$ cat config.mk
export PLATFORM = sky130hd
export DESIGN_NAME = regfile_wb_arbiter_flat
export DESIGN_NICKNAME = d
export VERILOG_FILES = /design/src/rtl/regfile_wb_arbiter_pkg.sv /design/src/rtl/regfile_wb_arbiter_if.sv /design/src/rtl/regfile_wb_arbiter_fifo.sv /design/src/rtl/regfile_wb_arbiter.sv /design/src/flat_wrapper.sv
export SDC_FILE = /design/constraint.sdc
export NUM_CORES = 1
export LEC_CHECK = 0
export CORE_MARGIN = 8
export CORE_UTILIZATION = 40
export DETAILED_ROUTE_END_ITERATION = 10
export GPL_TIMING_DRIVEN = 0
export PLACE_DENSITY = 0.71
export SYNTH_ARGS = -nofsm -noshare
export SYNTH_HDL_FRONTEND = slang
export SYNTH_SLANG_ARGS = --single-unit
$ cat constraint.sdc
create_clock -name clk -period 4.3 [get_ports clk]
set_input_delay 0.645 -clock clk [delete_from_list [all_inputs] [get_ports clk]]
set_output_delay 0.645 -clock clk [all_outputs]
set_load 0.05 [all_outputs]
$ cat src/rtl/regfile_wb_arbiter_pkg.sv
// Shared types and constants for the register-file writeback arbiter.
// No ports. Provides:
//   RF_XLEN    - default data width of the RV32 register file
//   REG_ZERO   - index of the hardwired-zero register x0
//   wb_req_t   - one writeback request {rdi, rd}
//   wb_entry_t - one queued MUL/DIV writeback {kill, rdi, rd}
//   reg_onehot - one-hot decode of a register index
package rf_arb_pkg;

    localparam int         RF_XLEN  = 32;
    localparam logic [4:0] REG_ZERO = 5'd0;

    typedef struct packed {
        logic [4:0]         rdi;
        logic [RF_XLEN-1:0] rd;
    } wb_req_t;

    typedef struct packed {
        logic               kill;
        logic [4:0]         rdi;
        logic [RF_XLEN-1:0] rd;
    } wb_entry_t;

    function automatic logic [31:0] reg_onehot(input logic [4:0] idx);
        reg_onehot = 32'd1 << idx;
    endfunction

endpackage

$ cat src/rtl/regfile_wb_arbiter_if.sv
// Bus bundle between the writeback sources, the arbiter and the register file.
// slave  : the arbiter side (takes ALU/MD requests, drives the RF write port).
// master : the environment side (ALU writeback, MUL/DIV unit, RF, decode).
// Signals:
//   alu_valid/alu_rdi/alu_rd  ALU writeback request, alu_stall back-pressure
//   md_valid/md_rdi/md_rd     MUL/DIV result, md_ready back-pressure
//   rdi/rd/write_enable       register file write port (registered)
//   pending                   per-register outstanding MUL/DIV write mask
interface regfile_wb_arbiter_if #(
    parameter int XLEN = 32
);
    logic            alu_valid;
    logic [4:0]      alu_rdi;
    logic [XLEN-1:0] alu_rd;
    logic            alu_stall;

    logic            md_valid;
    logic            md_ready;
    logic [4:0]      md_rdi;
    logic [XLEN-1:0] md_rd;

    logic [4:0]      rdi;
    logic [XLEN-1:0] rd;
    logic            write_enable;
    logic [31:0]     pending;

    modport slave (
        input  alu_valid, alu_rdi, alu_rd, md_valid, md_rdi, md_rd,
        output alu_stall, md_ready, rdi, rd, write_enable, pending
    );

    modport master (
        output alu_valid, alu_rdi, alu_rd, md_valid, md_rdi, md_rd,
        input  alu_stall, md_ready, rdi, rd, write_enable, pending
    );
endinterface

$ cat src/rtl/regfile_wb_arbiter_fifo.sv
// wb_fifo: in-order queue of MUL/DIV writebacks with per-entry kill bits.
// Ports:
//   clk, rst            clock, synchronous active-high reset
//   push_i/_rdi_i/_rd_i enqueue one entry (caller guarantees not full)
//   pop_i               drop the head entry (caller guarantees not empty)
//   squash_i/_rdi_i     mark every queued entry targeting squash_rdi_i as killed
//   head_*_o            head entry contents; head_valid_o = queue not empty
//   full_o              count == DEPTH
//   live_mask_o         OR of one-hot rdi over queued, non-killed entries
module wb_fifo
    import rf_arb_pkg::*;
#(
    parameter int XLEN  = 32,
    parameter int DEPTH = 2
) (
    input  logic            clk,
    input  logic            rst,
    input  logic            push_i,
    input  logic [4:0]      push_rdi_i,
    input  logic [XLEN-1:0] push_rd_i,
    input  logic            pop_i,
    input  logic            squash_i,
    input  logic [4:0]      squash_rdi_i,
    output logic            head_valid_o,
    output logic            head_kill_o,
    output logic [4:0]      head_rdi_o,
    output logic [XLEN-1:0] head_rd_o,
    output logic            full_o,
    output logic [31:0]     live_mask_o
);
    localparam int PTR_W = (DEPTH > 1) ? $clog2(DEPTH) : 1;
    localparam int CNT_W = $clog2(DEPTH + 1);

    logic [4:0]       rdi_q [DEPTH];
    logic [XLEN-1:0]  rd_q  [DEPTH];
    logic [DEPTH-1:0] kill_q;
    logic [PTR_W-1:0] head_q, tail_q;
    logic [CNT_W-1:0] count_q;
    logic [DEPTH-1:0] occ;

    function automatic logic [PTR_W-1:0] ptr_inc(input logic [PTR_W-1:0] p);
        ptr_inc = (int'(p) == DEPTH - 1) ? '0 : p + PTR_W'(1);
    endfunction

    // Slot i is occupied when its distance from head (mod DEPTH) is below count.
    always_comb begin
        occ         = '0;
        live_mask_o = '0;
        for (int i = 0; i < DEPTH; i++) begin
            occ[i] = ((i + DEPTH - int'(head_q)) % DEPTH) < int'(count_q);
            if (occ[i] && !kill_q[i]) begin
                live_mask_o = live_mask_o | reg_onehot(rdi_q[i]);
            end
        end
        live_mask_o[0] = 1'b0;
    end

    always_ff @(posedge clk) begin
        if (rst) begin
            head_q  <= '0;
            tail_q  <= '0;
            count_q <= '0;
            kill_q  <= '0;
        end else begin
            for (int i = 0; i < DEPTH; i++) begin
                if (squash_i && occ[i] && rdi_q[i] == squash_rdi_i) begin
                    kill_q[i] <= 1'b1;
                end
            end
            // The pushed slot is never occupied, so the squash above cannot hit it.
            if (push_i) begin
                rdi_q[tail_q]  <= push_rdi_i;
                rd_q[tail_q]   <= push_rd_i;
                kill_q[tail_q] <= 1'b0;
                tail_q         <= ptr_inc(tail_q);
            end
            if (pop_i) begin
                head_q <= ptr_inc(head_q);
            end
            if (push_i && !pop_i) begin
                count_q <= count_q + CNT_W'(1);
            end else if (pop_i && !push_i) begin
                count_q <= count_q - CNT_W'(1);
            end
        end
    end

    assign head_valid_o = (count_q != '0);
    assign head_kill_o  = kill_q[head_q];
    assign head_rdi_o   = rdi_q[head_q];
    assign head_rd_o    = rd_q[head_q];
    assign full_o       = (count_q == CNT_W'(DEPTH));

endmodule

$ cat src/rtl/regfile_wb_arbiter.sv
// regfile_wb_arbiter: shares the RV32IM register-file write port between the
// single-cycle ALU writeback and queued MUL/DIV results.
// Ports:
//   clk  clock (rising edge)
//   rst  synchronous active-high reset
//   bus  regfile_wb_arbiter_if.slave - ALU/MD requests in, RF write port,
//        alu_stall, md_ready and pending mask out
module regfile_wb_arbiter
    import rf_arb_pkg::*;
#(
    parameter int XLEN         = 32,
    parameter int DEPTH        = 2,
    parameter int STARVE_LIMIT = 4
) (
    input logic                   clk,
    input logic                   rst,
    regfile_wb_arbiter_if.slave   bus
);
    localparam int WAIT_W = $clog2(STARVE_LIMIT + 1) > 0 ? $clog2(STARVE_LIMIT + 1) : 1;

    logic            head_valid, head_kill, full;
    logic [4:0]      head_rdi;
    logic [XLEN-1:0] head_rd;
    logic [31:0]     live_mask;

    logic            head_live, alu_wr, starve;
    logic            grant_alu, grant_md, pop, push, alu_stall;
    logic [WAIT_W-1:0] wait_cnt_q, wait_cnt_d;
    logic            we_q, we_d;
    logic [4:0]      rdi_q, rdi_d;
    logic [XLEN-1:0] rd_q, rd_d;

    wb_fifo #(.XLEN(XLEN), .DEPTH(DEPTH)) u_fifo (
        .clk          (clk),
        .rst          (rst),
        .push_i       (push),
        .push_rdi_i   (bus.md_rdi),
        .push_rd_i    (bus.md_rd),
        .pop_i        (pop),
        .squash_i     (grant_alu),
        .squash_rdi_i (bus.alu_rdi),
        .head_valid_o (head_valid),
        .head_kill_o  (head_kill),
        .head_rdi_o   (head_rdi),
        .head_rd_o    (head_rd),
        .full_o       (full),
        .live_mask_o  (live_mask)
    );

    always_comb begin
        head_live  = head_valid && !head_kill;
        // An ALU write to x0 is accepted without using the port.
        alu_wr     = bus.alu_valid && (bus.alu_rdi != REG_ZERO);
        starve     = head_live && (wait_cnt_q == WAIT_W'(STARVE_LIMIT));
        grant_alu  = 1'b0;
        grant_md   = 1'b0;
        alu_stall  = 1'b0;
        if (starve) begin
            grant_md  = 1'b1;
            alu_stall = alu_wr;
        end else if (alu_wr) begin
            grant_alu = 1'b1;
        end else if (head_live) begin
            grant_md = 1'b1;
        end

        // Killed heads leave for free, independent of who owns the port.
        pop  = grant_md || (head_valid && head_kill);
        push = bus.md_valid && !full && (bus.md_rdi != REG_ZERO);

        // A killed head neither advances nor clears the starvation count.
        wait_cnt_d = wait_cnt_q;
        if (!head_valid || grant_md) begin
            wait_cnt_d = '0;
        end else if (head_live && wait_cnt_q != WAIT_W'(STARVE_LIMIT)) begin
            wait_cnt_d = wait_cnt_q + WAIT_W'(1);
        end

        we_d  = grant_alu || grant_md;
        rdi_d = rdi_q;
        rd_d  = rd_q;
        if (grant_alu) begin
            rdi_d = bus.alu_rdi;
            rd_d  = bus.alu_rd;
        end else if (grant_md) begin
            rdi_d = head_rdi;
            rd_d  = head_rd;
        end
    end

    always_ff @(posedge clk) begin
        if (rst) begin
            wait_cnt_q <= '0;
            we_q       <= 1'b0;
            rdi_q      <= '0;
            rd_q       <= '0;
        end else begin
            wait_cnt_q <= wait_cnt_d;
            we_q       <= we_d;
            rdi_q      <= rdi_d;
            rd_q       <= rd_d;
        end
    end

    assign bus.alu_stall    = alu_stall;
    assign bus.md_ready     = !full;
    assign bus.rdi          = rdi_q;
    assign bus.rd           = rd_q;
    assign bus.write_enable = we_q;
    assign bus.pending      = live_mask;

endmodule

$ cat src/flat_wrapper.sv
// flat-port wrapper written by rule: the top's interface ports become plain ports
module regfile_wb_arbiter_flat import rf_arb_pkg::*;
#(
    parameter int XLEN         = 32,
    parameter int DEPTH        = 2,
    parameter int STARVE_LIMIT = 4
)
  (clk, rst, bus_alu_valid, bus_alu_rdi, bus_alu_rd, bus_md_valid, bus_md_rdi, bus_md_rd, bus_alu_stall, bus_md_ready, bus_rdi, bus_rd, bus_write_enable, bus_pending);
  regfile_wb_arbiter_if #(.XLEN(XLEN)) bus_i ();
  input logic clk;
  input logic rst;
  input wire logic [$bits(bus_i.alu_valid)-1:0] bus_alu_valid;
  input wire logic [$bits(bus_i.alu_rdi)-1:0] bus_alu_rdi;
  input wire logic [$bits(bus_i.alu_rd)-1:0] bus_alu_rd;
  input wire logic [$bits(bus_i.md_valid)-1:0] bus_md_valid;
  input wire logic [$bits(bus_i.md_rdi)-1:0] bus_md_rdi;
  input wire logic [$bits(bus_i.md_rd)-1:0] bus_md_rd;
  output wire logic [$bits(bus_i.alu_stall)-1:0] bus_alu_stall;
  output wire logic [$bits(bus_i.md_ready)-1:0] bus_md_ready;
  output wire logic [$bits(bus_i.rdi)-1:0] bus_rdi;
  output wire logic [$bits(bus_i.rd)-1:0] bus_rd;
  output wire logic [$bits(bus_i.write_enable)-1:0] bus_write_enable;
  output wire logic [$bits(bus_i.pending)-1:0] bus_pending;
  assign bus_i.alu_valid = bus_alu_valid;
  assign bus_i.alu_rdi = bus_alu_rdi;
  assign bus_i.alu_rd = bus_alu_rd;
  assign bus_i.md_valid = bus_md_valid;
  assign bus_i.md_rdi = bus_md_rdi;
  assign bus_i.md_rd = bus_md_rd;
  assign bus_alu_stall = bus_i.alu_stall;
  assign bus_md_ready = bus_i.md_ready;
  assign bus_rdi = bus_i.rdi;
  assign bus_rd = bus_i.rd;
  assign bus_write_enable = bus_i.write_enable;
  assign bus_pending = bus_i.pending;
  regfile_wb_arbiter #(.XLEN(XLEN), .DEPTH(DEPTH), .STARVE_LIMIT(STARVE_LIMIT)) u_core (.clk(clk), .rst(rst), .bus(bus_i));
endmodule
# Yosys cells after proc, flatten, opt, wreduce, memory -nomap -nowiden
# Memories as Yosys holds them, arrays and structs flattened. A register that Yosys moved wholly into a read port is not among the register bits.
# Cells that the tools add are included.
[totals] register_bits=47 ramBits=74 inputBits=78 output_inout_bits=72 elab_cells=98 memories=2
[memory_table] memory="u_core.u_fifo.rd_q" depth=2 width=32 read_ports=1 rd_clocked_by_memory_dff=1 write_ports=1 line="regfile_wb_arbiter_fifo.sv:35" source="logic [XLEN-1:0] rd_q [DEPTH];"
[memory_table] memory="u_core.u_fifo.rdi_q" depth=2 width=5 read_ports=3 rd_clocked_by_memory_dff=1 write_ports=1 line="regfile_wb_arbiter_fifo.sv:34" source="logic [4:0] rdi_q [DEPTH];"
[op_classes] add_sub_neg=7 n_lt_le_gt_ge=5 n_eq_ne=5 shifts=2 muxes=32 bitwise=5 reduce_logical=32
[op_table] operator="$mux 32" count=4
[op_table] operator="$shl 1x5->32 const A" count=2
[op_table] operator="$or 32x32->32" count=1
[op_table] operator="$mux 1" count=22
[op_table] operator="$logic_and 1x1->1" count=16
[op_table] operator="$eq 5x5->1" count=2
[op_table] operator="$mux 5" count=2
[op_table] operator="$reduce_bool 5->1" count=2
[op_table] operator="$logic_not 1->1" count=7
[op_table] operator="$lt 2x3->1" count=2
[op_table] operator="$mux 2" count=3
[op_table] operator="$reduce_bool 2->1" count=3
[op_table] operator="$sub 2x1->3 const A" count=2
[op_table] operator="$lt 1x2->1 const B" count=2
[op_table] operator="$add 3x1->3 const B" count=1
[op_table] operator="$eq 3x3->1 const B" count=1
[op_table] operator="$logic_or 1x1->1" count=3
[op_table] operator="$ne 3x3->1 const B" count=1
[op_table] operator="$add 1x1->1 const B" count=2
[op_table] operator="$add 2x1->2 const B" count=1
[op_table] operator="$and 1x1->1" count=2
[op_table] operator="$and 2x2->2" count=1
[op_table] operator="$eq 2x2->1 const B" count=1
[op_table] operator="$not 2->2" count=1
[op_table] operator="other kinds (4)" count=4

# Depth between registers and ports, before layout
[depth] depth_word=12 mapped_depth=9 depth_no_buf=9

# Modules after synthesis
# From an unflattened synthesis, not the netlist that was laid out.
[unflattened] cells_unflattened=408 area_unflattened_um2=5382.7
[modules_own_cells] module="wb_fifo" n_inst=1 cells_per_inst=247 area_per_inst_um2=3614.7 seq_area_each_um2=2362.3
[modules_own_cells] module="regfile_wb_arbiter" n_inst=1 cells_per_inst=161 area_per_inst_um2=1767.9 seq_area_each_um2=820.8

# Least setup slack after synthesis
# Ideal clock, no wire load.
[synth_path] path_kind="register -> register" from="register u_core.u_fifo.count_q[0]" to="memory u_core.u_fifo.rd_q[1][0] (enable)" setup_ns=0.485 t_arrival_ns=4.103 required_time_ns=3.815 setup_slack_ns=-0.288 stages_incl_launch_ff=5 path_buffers=1 synth_period_minus_slack_ns=4.588 path_cell_list="dfxtp_1 clkbuf_1 nand2b_1 o211ai_1 nor3b_1"
[synth_via] elab_chain_len=7
[synth_lines] item="from (decl)" line="regfile_wb_arbiter_fifo.sv:38" source="logic [CNT_W-1:0] count_q;"
[synth_lines] item="from (signal assigned)" line="regfile_wb_arbiter_fifo.sv:81" source="count_q <= count_q + CNT_W'(1);"
[synth_lines] item="from (signal assigned)" line="regfile_wb_arbiter_fifo.sv:83" source="count_q <= count_q - CNT_W'(1);"
[synth_lines] item="$eq 2x2->1" line="regfile_wb_arbiter_fifo.sv:92" source="assign full_o = (count_q == CNT_W'(DEPTH));"
[synth_lines] item="$logic_not 1->1"
[synth_lines] item="net bus_md_ready" line="flat_wrapper.sv:19" source="output wire logic [$bits(bus_i.md_ready)-1:0] bus_md_ready;"
[synth_lines] item="$logic_and 1x1->1 (2 in series)" line="regfile_wb_arbiter.sv:69" source="push = bus.md_valid && !full && (bus.md_rdi != REG_ZERO);"
[synth_lines] item="$mux 1" line="regfile_wb_arbiter_fifo.sv:71" source="if (push_i) begin"
[synth_lines] item="$mux 1" line="regfile_wb_arbiter_fifo.sv:59" source="if (rst) begin"
[synth_lines] item="$mux 1 (implied by the code)" line="regfile_wb_arbiter_fifo.sv:73" source="rd_q[tail_q] <= push_rd_i;"
[synth_lines] item="to (decl)" line="regfile_wb_arbiter_fifo.sv:35"
# The timed path passes the listed nets, and every way through them passes these cells.

# Worst setup path in the final report
[layout_path] from="input bus_alu_rdi[1]" to="output bus_alu_stall"
[layout_via] elab_chain_len=3
[layout_lines] item="from (decl)" line="flat_wrapper.sv:13" source="input wire logic [$bits(bus_i.alu_rdi)-1:0] bus_alu_rdi;"
[layout_lines] item="$reduce_bool 5->1" line="regfile_wb_arbiter.sv:53" source="alu_wr = bus.alu_valid && (bus.alu_rdi != REG_ZERO);"
[layout_lines] item="$logic_and 1x1->1" line="regfile_wb_arbiter.sv:53"
[layout_lines] item="$mux 1" line="regfile_wb_arbiter.sv:58" source="if (starve) begin"
[layout_lines] item="to (decl)" line="flat_wrapper.sv:18" source="output wire logic [$bits(bus_i.alu_stall)-1:0] bus_alu_stall;"
# No other way between the ends.

==> flow_metrics.py <==
metrics = {
    "synthesis": {
        "synthFlopType": "edfxtp_1",
        "synth_top_family_by_area": "compound AO/OA/AOI/OAI gates",
        "synthCells": 441,
        "synth-seq-cells": 122,
        "netlist_top_cells_area": "edfxtp_1, dfxtp_1, mux2_2",
        "synth_adder_area_share_pct": 0.691,
        "yosys.area_share.simple_pct": 13.3,
        "synth_area_sq_mm": 0.00544,
        "synth_nets": 522,
        "synthArstFlopShare_pct": 0,
        "yosysSeqAreaShare_pct": 58.6,
        "yosys.cell_count.top_type": "edfxtp_1",
        "synth_common_cells": "edfxtp_1, dfxtp_1, nand3_1, mux2_2, o22ai_1",
        "yosys.area.top_type": "edfxtp_1",
        "synth_warnings": 0,
        "synth-edff-count": 74,
        "synthMuxAreaShare_pct": 8.03,
        "synth_top_area_share_pct": 40.9,
        "yosysUniqueCellTypes": 47,
        "synth_xor_area_share_pct": 2.42,
        "synth_area_per_cell_sq_um": 12.3,
        "synth-compound-area-share_pct": 13.5,
    },
    "route": {
        "drt_iter0_markers": 257,
        "drt-pass1-iter-count": 4,
        "via_per_inst": 5.43,
        "vias": 4353,
        "wirelength_um": 15900,
        "wl_per_cell_um": 19.8,
        "ant_nets": 0,
        "drc": 0,
    },
    "clock_tree": {
        "cts-root-buf": "clkbuf_16",
        "postCtsSetupRepairBufs": 0,
        "worstSkewPairLatency_ns": 0.41,
        "htree_levels": 4,
        "cts_tree": "built",
        "cts_resized": 0,
        "path_clk_slew_ns": 0.05,
        "cts_buffer_depth": 2,
        "cts_buffers": 17,
        "cts.sinks": 122,
        "hold_buffers": 0,
    },
    "final_layout": {
        "syn2layout_area_growth_pct": 43.9,
        "final_cells": 801,
        "final_core_utilization_pct": 59.1,
        "fin_nets": 693,
        "drive_gt1_share_pct": 13.8,
        "n_antenna_cell": 0,
    },
    "die": {
        "core_sq_mm": 0.0132,
        "die-height_um": 133,
        "die_w_um": 133,
        "rows": 42,
        "die_area_sq_mm": 0.0176,
        "initial_core_util_pct": 41.0,
        "ios": 150,
    },
    "power": {
        "power_density_mw_per_mm2": 532,
        "finalPower_mw": 4.16,
        "vdd_drop_max_uv": 314,
        "leakagePower_nw": 2.62,
    },
    "sta": {
        "finalHoldViolCount": 0,
        "skew_ns": 0.0104,
        "slew_violations": 0,
        "finalWorstSetupSlack_ns": 0.330,
        "period_share_pct": 92.3,
        "period_needed_ns": 3.97,
        "tightest_slew_ns": 0.740,
        "timing.fmax_mhz": 252,
        "rsz0062_at_grt": "false",
        "timing.slew.headroom_pct": 50.5,
        "setup_viol": 0,
        "final.setup.tns_ns": 0,
    },
    "worst_setup_path": {
        "setup.worst_path.end_class": "output pin",
        "path_class": "in -> out",
        "crit_path_max_fanout": 10,
        "cp.arrival_ns": 3.32,
        "slowest_stage": "clkdlybuf4s50_1",
        "slowest_delay_ns": 0.71,
        "path_cells": "clkdlybuf4s50_1, or4_4, o21ai_2, buf_4, buf_2, nor2_1, clkdlybuf4s50_1",
        "crit_top_cell": "clkdlybuf4s50_1",
        "startpoint_type": "input port",
        "crit_required_ns": 3.65,
    },
    "place": {
        "dp_cells": 769,
        "hpwl_um": 11700,
        "gp_congestion": 0.857,
        "place.port_buffers": 148,
        "place_ws_ns": 0.353,
    },
    "grt": {
        "grt_pass1_vias": 4678,
        "grt.total_usage_pct": 17.8,
        "antenna_found_initial": 0,
        "grt_max_degree": 20,
        "grt_first_pass_wirelength_um": 25000,
        "overflow": 0,
    },
    "min_path": {
        "hold_class": "reg -> reg",
    },
    "run": {
        "max_cap_violations": 0,
    },
    "run_status": {
        "status": "complete, no violations",
    },
}
routing by layer:
metal | wire length [um] | vias to the layer above | track usage (%)
met5 | 0 | - | 0
met4 | 313 | 0 | 6.88
met3 | 928 | 22 | 5.00
met2 | 7930 | 159 | 30.7
met1 | 6690 | 2092 | 20.6
li1 | - | 2080 | -
logic make-up after synthesis:
kind of cell | Yosys count
buffers and inverters | 39
other | 1
AO/OA/AOI/OAI | 99
flip-flops | 122
XOR/XNOR | 15
AND/OR/NAND/NOR | 122
adder cells (fa/ha/maj) | 3
multiplexers | 40
per-stage QoR:
step	hold WS (ns)	cell area (sq um)
2_1_floorplan	0.452	5450
3_3_place_gp	0.454	7150
3_5_place_dp	0.454	7230
4_1_cts	0.467	7820
5_1_grt	0.478	7820
6_report	0.467	7820
worst max-delay path, delay by kind of cell:
family | cells | cell delay [ns]
buffers and inverters | 4 | 1.73
AND/OR/NAND/NOR | 2 | 0.69
AO/OA/AOI/OAI | 1 | 0.24
state kept, by name, indices dropped and copies added (netlist names), named ones only:
register / flops
u_core.u_fifo.rd_q: 64
u_core.bus.rd: 32
u_core.u_fifo.rdi_q: 10
u_core.bus.rdi: 5
u_core.wait_cnt_q: 3
u_core.u_fifo.count_q: 2
u_core.u_fifo.kill_q: 2
u_core.bus.write_enable: 1
u_core.u_fifo.head_q: 1
u_core.u_fifo.tail_q: 1
placed cells by master, fill, tap and decap left out, types with 14 or more instances in the layout:
master,instances
clkdlybuf4s50_1,148
clkbuf_1,17
clkbuf_16,17
a221o_1,16
o22ai_1,28
nor2_1,14
edfxtp_1,74
dfxtp_1,48
xor2_1,14
nand3_1,37
nor4b_1,16
mux2_2,29
power by group:
group	leakage, nW	switching, mW	internal (mW)	total, mW
Sequential	1.07	0.0893	1.41	1.50
Combinational	1.26	0.773	0.488	1.26
Clock	0.287	0.542	0.864	1.41
Total	2.62	1.40	2.76	4.16
worst paths after layout:
path                                            from                        to  slack (ns)  cells past startpoint
worst max register to register  u_core.wait_cnt_q[0]  u_core.u_fifo.count_q[1]        1.89                      8
worst min register to register      u_core.bus.rd[8]          u_core.bus.rd[8]        0.47                      1
worst min-delay path                u_core.bus.rd[8]          u_core.bus.rd[8]        0.47                      1
worst max-delay path                  bus_alu_rdi[1]             bus_alu_stall        0.33                      7
final cells by class:
cell class,count,area [sq um]
clock buffer,17,425
sequential,122,3180
timing repair buffer,152,1550
tap,176,220
fill,1125,5420
buffer,34,168
multi-input combinational,280,2090
inverter,5,18.8
clock inverter,15,164
Note: power is estimated with default switching activity, not from simulation.
